==> config.mk <==
export PLATFORM = sky130hd
export DESIGN_NAME = rx_timing_ctrl
export DESIGN_NICKNAME = d
export VERILOG_FILES = /design/src/rtl/rx_pkg.sv /design/src/rtl/rx_bit_timer.sv /design/src/rtl/rx_timing_ctrl.sv
export SDC_FILE = /design/constraint.sdc
export NUM_CORES = 1
export LEC_CHECK = 0
export CELL_PAD_IN_SITES_DETAIL_PLACEMENT = 1
export CELL_PAD_IN_SITES_GLOBAL_PLACEMENT = 1
export CORE_MARGIN = 2
export CORE_UTILIZATION = 37
export CTS_CLUSTER_SIZE = 28
export DETAILED_ROUTE_END_ITERATION = 8
export PLACE_DENSITY_LB_ADDON = 0.05
export SLEW_MARGIN = 10
export SYNTH_ARGS = -nofsm -noshare
export SYNTH_HDL_FRONTEND = slang
export SYNTH_SLANG_ARGS = --single-unit
==> constraint.sdc <==
create_clock -name clk -period 2 [get_ports clk]
set_input_delay 0.5 -clock clk [delete_from_list [all_inputs] [get_ports clk]]
set_output_delay 0.5 -clock clk [all_outputs]
set_load 0.01 [all_outputs]
==> src/rtl/rx_pkg.sv <==
// Shared types and defaults for the UART receive timing controller.
package rx_pkg;

  localparam int CLKS_PER_BIT_DEF   = 10;
  localparam int BITS_PER_FRAME_DEF = 9;   // 8 data bits + stop bit
  localparam int DATA_WIDTH         = 8;

  typedef enum logic [1:0] {
    IDLE      = 2'd0,
    START_CHK = 2'd1,
    RECEIVE   = 2'd2,
    STOP_CHK  = 2'd3
  } rx_state_t;

endpackage : rx_pkg

==> src/rtl/rx_bit_timer.sv <==
// Clock and bit counters for the receiver: half-bit start check, bit-centre
// shift strobes and an end-of-frame pulse.
module rx_bit_timer
  import rx_pkg::*;
#(
  parameter int CLKS_PER_BIT   = CLKS_PER_BIT_DEF,
  parameter int BITS_PER_FRAME = BITS_PER_FRAME_DEF
) (
  input  logic clk,
  input  logic n_rst,
  input  logic clear,
  input  logic receive,
  output logic half_point,
  output logic shift_strobe,
  output logic frame_done
);

  localparam int CW   = $clog2(CLKS_PER_BIT);
  localparam int BW   = $clog2(BITS_PER_FRAME);
  localparam int HALF = CLKS_PER_BIT / 2;

  logic [CW-1:0] clk_cnt;
  logic [BW-1:0] bit_cnt;

  // The counter reads n-1 in the n-th cycle after a clear, so the
  // half-bit point of the start bit is HALF-1 after the edge cycle.
  assign half_point   = (clk_cnt == CW'(HALF - 1));
  assign shift_strobe = receive && (clk_cnt == CW'(CLKS_PER_BIT - 1));
  assign frame_done   = shift_strobe && (bit_cnt == BW'(BITS_PER_FRAME - 1));

  // NOTE: sequential state uses non-blocking assignments so every flop
  // samples pre-edge values regardless of statement order.
  always_ff @(posedge clk or negedge n_rst) begin
    if (!n_rst) begin
      clk_cnt <= '0;
      bit_cnt <= '0;
    end else if (clear) begin
      clk_cnt <= '0;
      bit_cnt <= '0;
    end else begin
      if (shift_strobe) clk_cnt <= '0;
      else              clk_cnt <= clk_cnt + CW'(1);
      // The final strobe does not advance, keeping the count inside its width.
      if (shift_strobe && !frame_done) bit_cnt <= bit_cnt + BW'(1);
    end
  end

endmodule : rx_bit_timer

==> src/rtl/rx_timing_ctrl.sv <==
// UART receive timing controller: start detection, bit-centre strobes for an
// external shift stage, and a one-byte receive buffer with error flags.
// Optional build macro RX_INPUT_SYNC_EN adds a two-flop input synchronizer.
// CLKS_PER_BIT must be even and at least 4.
module rx_timing_ctrl
  import rx_pkg::*;
#(
  parameter int CLKS_PER_BIT   = CLKS_PER_BIT_DEF,
  parameter int BITS_PER_FRAME = BITS_PER_FRAME_DEF
) (
  input  logic                  clk,
  input  logic                  n_rst,
  input  logic                  serial_in,
  output logic                  serial_sync,
  output logic                  shift_strobe,
  input  logic [DATA_WIDTH-1:0] packet_data,
  input  logic                  stop_bit,
  input  logic                  data_read,
  output logic [DATA_WIDTH-1:0] rx_data,
  output logic                  data_ready,
  output logic                  overrun_error,
  output logic                  framing_error
);

  rx_state_t state, state_next;
  logic      prev_sync;
  logic      start_edge;
  logic      timer_clear;
  logic      receive;
  logic      stop_chk;
  logic      load;
  logic      half_point;
  logic      frame_done;

`ifdef RX_INPUT_SYNC_EN
  logic [1:0] sync_ff;

  // Reset high so a released reset looks like an idle line.
  always_ff @(posedge clk or negedge n_rst) begin
    if (!n_rst) sync_ff <= 2'b11;
    else        sync_ff <= {sync_ff[0], serial_in};
  end

  assign serial_sync = sync_ff[1];
`else
  assign serial_sync = serial_in;
`endif

  always_ff @(posedge clk or negedge n_rst) begin
    if (!n_rst) prev_sync <= 1'b1;
    else        prev_sync <= serial_sync;
  end

  assign start_edge = prev_sync && !serial_sync;

  rx_bit_timer #(
    .CLKS_PER_BIT  (CLKS_PER_BIT),
    .BITS_PER_FRAME(BITS_PER_FRAME)
  ) u_bit_timer (
    .clk         (clk),
    .n_rst       (n_rst),
    .clear       (timer_clear),
    .receive     (receive),
    .half_point  (half_point),
    .shift_strobe(shift_strobe),
    .frame_done  (frame_done)
  );

  always_ff @(posedge clk or negedge n_rst) begin
    if (!n_rst) state <= IDLE;
    else        state <= state_next;
  end

  // NOTE: every output of this block gets a default first, so no path
  // through the case can leave a signal unassigned and infer a latch.
  always_comb begin
    state_next  = state;
    timer_clear = 1'b0;
    receive     = 1'b0;
    stop_chk    = 1'b0;
    unique case (state)
      IDLE: begin
        timer_clear = 1'b1;
        if (start_edge) state_next = START_CHK;
      end
      START_CHK: begin
        if (half_point) begin
          if (!serial_sync) begin
            state_next  = RECEIVE;
            timer_clear = 1'b1;   // realign so strobes land on bit centres
          end else begin
            state_next  = IDLE;   // glitch, not a real start bit
          end
        end
      end
      RECEIVE: begin
        receive = 1'b1;
        if (frame_done) state_next = STOP_CHK;
      end
      STOP_CHK: begin
        stop_chk   = 1'b1;
        state_next = IDLE;
      end
      default: state_next = IDLE;
    endcase
  end

  assign load = stop_chk && stop_bit;

  // A same-cycle read acknowledges the old byte, so the new load is not an overrun.
  always_ff @(posedge clk or negedge n_rst) begin
    if (!n_rst) begin
      rx_data       <= '0;
      data_ready    <= 1'b0;
      overrun_error <= 1'b0;
      framing_error <= 1'b0;
    end else begin
      if (stop_chk) framing_error <= !stop_bit;
      if (load) begin
        rx_data       <= packet_data;
        data_ready    <= 1'b1;
        overrun_error <= data_ready && !data_read;
      end else if (data_read) begin
        data_ready    <= 1'b0;
        overrun_error <= 1'b0;
      end
    end
  end

endmodule : rx_timing_ctrl

==> summary.md, run 1 <==
| Metric | Value |
|---|---|
| PortBufs | 25 |
| Die Wd | 56.8 um |
| Min cycle time layout | 1.93 ns |
| Setup Total Neg Slack | 0 ns |
| Initial antenna violation count | 0 |
| Clk slew on worst S/H paths | 0.12 ns |
| Initial drt markers | 21 |
| Final net count | 138 |
| # IOs | 26 |
| Post-Syn Instances | 83 |
| Final setup fails | 0 |
| Register area share after synthesis | 53.6% |
| Global-route wire length before repair | 3700 um |
| Post-synth EDFFs | 0 |
| Critical Path Start Type | flop |
| Ranking of synthesized cells by area | dfrtp_1 51%, mux2_2 11%, ha_1 6.1%, dfstp_2 2.6%, nand4b_4 2.3% |
| WP data arrival | 1.43 ns |
| Area after DPL | 0.00137 mm^2 |
| Post-route antenna net violation count | 0 |
| Max stage delay on crit path | 0.41 ns |
| Hold WC Path Type | flop to flop |
| Clk Latency, worst-skew pair | 0.30 ns |
| Setup crit end kind | output pin |
| Mapped Nets | 101 |
| Setup CP Type | flop to output pin |
| Commonest non-fill, non-tap cells in the layout | 23 x clkdlybuf4s50_1, 21 x dfrtp_1, 10 x mux2_2, 10 x buf_4 |
| Via density | 5.10 |
| P&R area growth vs syn | 38.2% |
| WHS | 0.494 ns |
| Largest net degree at the start of global routing | 23 |
| Post-Syn Area per Cell | 12.4 um^2 |
| GP Congestion | 0.687 |
| Outcome | completed |
| Hold_buf cts | 0 |
| Most used DFF post-synth | dfrtp_1 |
| Slowest CP cell | dfrtp_1 |
| Die Ht | 56.8 um |
| CTS Sinks | 22 |
| Root buffer cell | clkbuf_4 |
| Vias in the first global route | 883 |
| Post-synth top area share | 51.0% |
| Critical-path cell list | inv_2 > ha_2 > nand4b_4 > nor2_4 > clkdlybuf4s15_2 |
| Lkg Pwr | 0.661 nW |
| DR DRC count | 0 |
| FMAX | 518 MHz |
| Starting Density | 38.0% |
| Clock skew | 0.00106 ns |
| Cell count after placement | 145 |
| Max-Cap Viols | 0 |
| CORE AREA | 0.00271 mm^2 |
| Worst Path Max Fanout | 2 |
| Layout cell share with drive strength beyond 1 | 26.9% |
| TritonCTS Buffers | 3 |
| Synthesized cell area | 0.00103 mm^2 |
| CTS tree | built |
| Worst Max-Slew Pin Slew | 0.376 ns |
| Post-synthesis cell type count | 29 |
| YS warnings | 0 |
| Slew Limit Fails | 0 |
| CTS H-Tree Depth | 1 |
| Grt total ovfl | 0 |
| Layout fillers | 303 |
| Ys async rst share | 100% |
| Ant. Diodes | 0 |
| Final period util | 96.5% |
| Gr usage total | 14.5% |
| Pwr Total | 1.56 mW |
| Wire per inst | 13.8 um |
| Yosys reg bits | 22 |
| Final hold vios | 0 |
| Max clock buf depth | 2 |
| Worst setup margin | 0.0694 ns |
| Final non-filler cell total | 150 |
| Dominant cell type by area after synthesis | dfrtp_1 |
| HPWL after detailed placement | 1550 um |
| Routed wire length | 2070 um |
| Die ar. | 0.00322 mm^2 |
| Vias after detailed routing | 765 |
| Cell Pwr Density | 1090 mW/mm^2 |
| Row count | 19 |
| WP data required | 1.50 ns |
| Drt pass-1 iters | 2 |
| Fin area | 0.00142 mm^2 |
| Setup WS pre-CTS | -0.0110 ns |
| Most common cell after layout, fill and taps aside | clkdlybuf4s50_1 |
| Finished Core Util | 52.5% |
| Rel. slew slack | 74.9% |
| VDD IR-drop max | 0.586 mV |
## cells by family (layout without fill, tap and decap cells)
group | Yosys count | count (layout) | synth area share (%)
xor gates and xnor gates | 2 | 2 | 1.70
muxes | 12 | 12 | 12.9
DFF | 22 | 22 | 53.6
adders and majority gates | 5 | 5 | 6.08
and+or+nand+nor | 23 | 23 | 15.6
buffers and inverters | 8 | 44 | 3.52
AOI/OAI and AO/OA | 11 | 11 | 6.68
## worst paths after layout
| check | from | endpoint | slack, ns | cells past startpoint |
|---|---|---|---|---|
| min in group asynchronous | n_rst | u_bit_timer.clk_cnt[3]$_DFF_PN0_ | 0.56 | 2 |
| setup reg to reg | u_bit_timer.clk_cnt[1]$_DFF_PN0_ | u_bit_timer.bit_cnt[1]$_DFFE_PN0P_ | 0.20 | 6 |
| setup / recovery | u_bit_timer.clk_cnt[1]$_DFF_PN0_ | shift_strobe | 0.07 | 5 |
| hold / removal | framing_error$_DFFE_PN0N_ | framing_error$_DFFE_PN0N_ | 0.49 | 2 |
| max in group asynchronous | n_rst | prev_sync$_DFF_PN1_ | 1.16 | 2 |
| hold reg to reg | framing_error$_DFFE_PN0N_ | framing_error$_DFFE_PN0N_ | 0.49 | 2 |
## Yosys cell counts (all sizes together), types with 2 or more instances
master and n:
dfrtp 21, mux2 10, ha 5, inv 5
nor2 4, o21ai 4, a21oi 3, buf 3
nand3 3, nand3b 3, nor3 3, mux2i 2
nand2 2, nor3b 2
## sequential cells by signal, summed over array words and instances (netlist names), named ones only
| register | cells |
|---|---|
| overrun_error | 1 |
| data_ready | 1 |
| u_bit_timer.clk_cnt | 4 |
| rx_data | 8 |
| state | 1 |
| u_bit_timer.bit_cnt | 4 |
| framing_error | 1 |
| prev_sync | 1 |
## layer usage
metal	vias to the layer above	GRT usage, %	routed length (um)
li1	361	-	-
met1	387	16.9	857
met2	15	25.7	1090
met3	2	4.38	100
met4	0	3.99	17
met5	-	0	0
## where the power goes
part / internal (mW) / switching [mW] / leakage (nW)
registers: 0.578 / 0.0771 / 0.288
clock network: 0.111 / 0.132 / 0.0210
logic: 0.384 / 0.275 / 0.353
## timing repair
action	4_1_cts	5_1_grt
setup endpoints to repair	2	1
setup buffers	0	1
gates resized for setup	5	3
pin swaps	0	0
## worst max-delay path, delay by kind of cell, from the launching register on
family / cells / cell delay, ns
adders and majority gates: 1 / 0.19
DFF: 1 / 0.41
buffers and inverters: 2 / 0.30
and+or+nand+nor: 2 / 0.22
## layout make-up
| class | instances | area [um^2] | area share, % |
|---|---|---|---|
| well taps | 31 | 38.8 | 2.73 |
| inverters | 5 | 18.8 | 1.32 |
| flip-flops and latches | 22 | 552 | 38.8 |
| multi-input cells | 53 | 452 | 31.8 |
| repair buffers | 35 | 325 | 22.9 |
| clock buffers | 4 | 36.3 | 2.55 |
Power figures use the tool's default switching activity.
==> run 2, diff against run 1 <==
--- a/config.mk
+++ b/config.mk
@@ -12,6 +12,7 @@
 export CTS_CLUSTER_SIZE = 28
 export DETAILED_ROUTE_END_ITERATION = 8
 export PLACE_DENSITY_LB_ADDON = 0.05
+export SKIP_CTS_REPAIR_TIMING = 1
 export SLEW_MARGIN = 10
 export SYNTH_ARGS = -nofsm -noshare
 export SYNTH_HDL_FRONTEND = slang
==> run 2 against run 1 <==
Compared with the run above: hold slack is the same; sequential power shrank 0.8%; power shrank 1.6%; combinational power shrank 3%; clock power is essentially flat; cell count shrank 0.67%; routed wire length shrank 2.1%; non-clock buffer count shrank 1; clock skew is essentially flat; setup slack gained 0.053 ns; global-route usage is the same; critical path type unchanged; critical endpoint unchanged; largest cell class unchanged; largest power group is now sequential cells.
==> summary.md, run 2 (synthesis gave the netlist of run 1 again) <==
| Metric | Value |
|---|---|
| P&R area growth vs syn | 37.2% |
| TritonCTS Buffers | 3 (unchanged) |
| Root buffer cell | clkbuf_4 |
| Largest reg by FF count | rx_data |
| Layout fillers | 299 (-1.3%) |
| Most common cell after layout, fill and taps aside | clkdlybuf4s50_1 |
| Gr usage total | 14.5% (unchanged) |
| Hold WC Path Type | flop to flop |
| CTS tree | built |
| PortBufs | 25 (unchanged) |
| Wire per inst | 13.6 um (-1.4%) |
| FMAX | 533 MHz (+2.8%) |
| Biggest regs | rx_data: 8 flops, u_bit_timer.bit_cnt: 4 flops, u_bit_timer.clk_cnt: 4 flops |
| Layout cell share with drive strength beyond 1 | 23.7% (-3.2 points) |
| Via density | 5.09 (-0.25%) |
| Initial drt markers | 19 (-9.5%) |
| CTS Sinks | 22 (unchanged) |
| WP data arrival | 1.38 ns (-0.05 ns) |
| Vias in the first global route | 882 (-0.11%) |
| Die ar. | 0.00322 mm^2 (unchanged) |
| CORE AREA | 0.00271 mm^2 (unchanged) |
| Critical Path Start Type | flop |
| Min cycle time layout | 1.88 ns (-0.0527 ns) |
| Final hold vios | 0 (unchanged) |
| Max-Cap Viols | 0 (unchanged) |
| Die Wd | 56.8 um (unchanged) |
| Starting Density | 38.0% (unchanged) |
| Grt total ovfl | 0 (unchanged) |
| Final setup fails | 0 (unchanged) |
| HPWL after detailed placement | 1550 um (unchanged) |
| Ant. Diodes | 0 (unchanged) |
| CTS H-Tree Depth | 1 (unchanged) |
| VDD IR-drop max | 0.586 mV (about the same) |
| Final period util | 93.9% (-2.6 points) |
| Worst Max-Slew Pin Slew | 0.376 ns (-0.0000138 ns) |
| Max clock buf depth | 2 (unchanged) |
| Die Ht | 56.8 um (unchanged) |
| Cell Pwr Density | 1080 mW/mm^2 (-0.93%) |
| DR DRC count | 0 (unchanged) |
| Final net count | 137 (-0.72%) |
| Clk slew on worst S/H paths | 0.12 ns (about the same) |
| Worst Path Max Fanout | 3 (+1) |
| Commonest non-fill, non-tap cells in the layout | 23 x clkdlybuf4s50_1, 21 x dfrtp_1, 10 x mux2_2 |
| Global-route wire length before repair | 3700 um (unchanged) |
| # IOs | 26 (unchanged) |
| Setup crit end kind | output pin |
| Setup WS pre-CTS | -0.0110 ns (unchanged) |
| Largest register FFs | 8 (unchanged) |
| WP data required | 1.50 ns (about the same) |
| Lkg Pwr | 0.684 nW (+3.4%) |
| Rel. slew slack | 74.9% (about the same) |
| Worst setup margin | 0.122 ns (+0.0527 ns) |
| Drt pass-1 iters | 2 (unchanged) |
| Outcome | completed |
| Post-route antenna net violation count | 0 (unchanged) |
| Largest net degree at the start of global routing | 23 (unchanged) |
| Pwr Total | 1.53 mW (-1.6%) |
| Clk Latency, worst-skew pair | 0.30 ns (about the same) |
| Initial antenna violation count | 0 (unchanged) |
| Clock skew | 0.000962 ns (-0.0000965 ns) |
| Routed wire length | 2030 um (-2.1%) |
| Setup CP Type | flop to output pin |
| RSZ-0062 raised after global routing | no |
| GP Congestion | 0.687 (unchanged) |
| Slew Limit Fails | 0 (unchanged) |
| Row count | 19 (unchanged) |
| Vias after detailed routing | 758 (-0.92%) |
| Reg2Reg Setup Slack | 0.21 ns (about the same) |
## run 2: stage by stage
step	utilization [%]	area, um^2	TNS [ns]	hold WS, ns	cells
detailed placement	50.5	1370	-0.0110	0.479	145
CTS	51.8	1410	-0.334	0.509	149
finish	52.1	1410	0	0.494	149
global placement	50.5	1370	-0.0132	0.468	145
floorplan	-	1030	0	0.204	83
global route	52.1	1410	0	0.539	149
## run 2: path summary, 6_finish.rpt
check,cells after the start,endpoint,start
max,5,shift_strobe,u_bit_timer.clk_cnt[1]$_DFF_PN0_
min,2,framing_error$_DFFE_PN0N_,framing_error$_DFFE_PN0N_
max reg2reg,6,u_bit_timer.bit_cnt[1]$_DFFE_PN0P_,u_bit_timer.clk_cnt[1]$_DFF_PN0_
min reg2reg,2,framing_error$_DFFE_PN0N_,framing_error$_DFFE_PN0N_
max in group asynchronous,2,prev_sync$_DFF_PN1_,n_rst
min in group asynchronous,2,u_bit_timer.clk_cnt[3]$_DFF_PN0_,n_rst
## run 2: metal layers
layer	vias up	track usage [%]	part of all wire, %
met5	-	0	0
met4	0	3.99	0.84
met3	2	4.38	5.1
met2	15	25.6	52
met1	381	17.1	42
li1	360	-	-
## run 2: area by class of cell
type | instances | area, um^2 | share of cell area (%)
sequential | 22 | 552 | 39.1
inverter | 5 | 18.8 | 1.33
clock buffer | 4 | 36.3 | 2.57
tap | 31 | 38.8 | 2.75
multi-input combinational | 53 | 444 | 31.4
timing repair buffer | 34 | 323 | 22.9
## run 2: critical path: stages (launching register included)
cell and delay (ns):
dfrtp_1 0.42, inv_1 0.09, ha_1 0.19, nand4b_4 0.11, nor2_2 0.11, dlymetal6s2s_1 0.16
## run 2: power breakdown
| part | internal [mW] | switching [mW] |
|---|---|---|
| sequential | 0.578 | 0.0718 |
| combinational | 0.373 | 0.267 |
| clock | 0.111 | 0.132 |
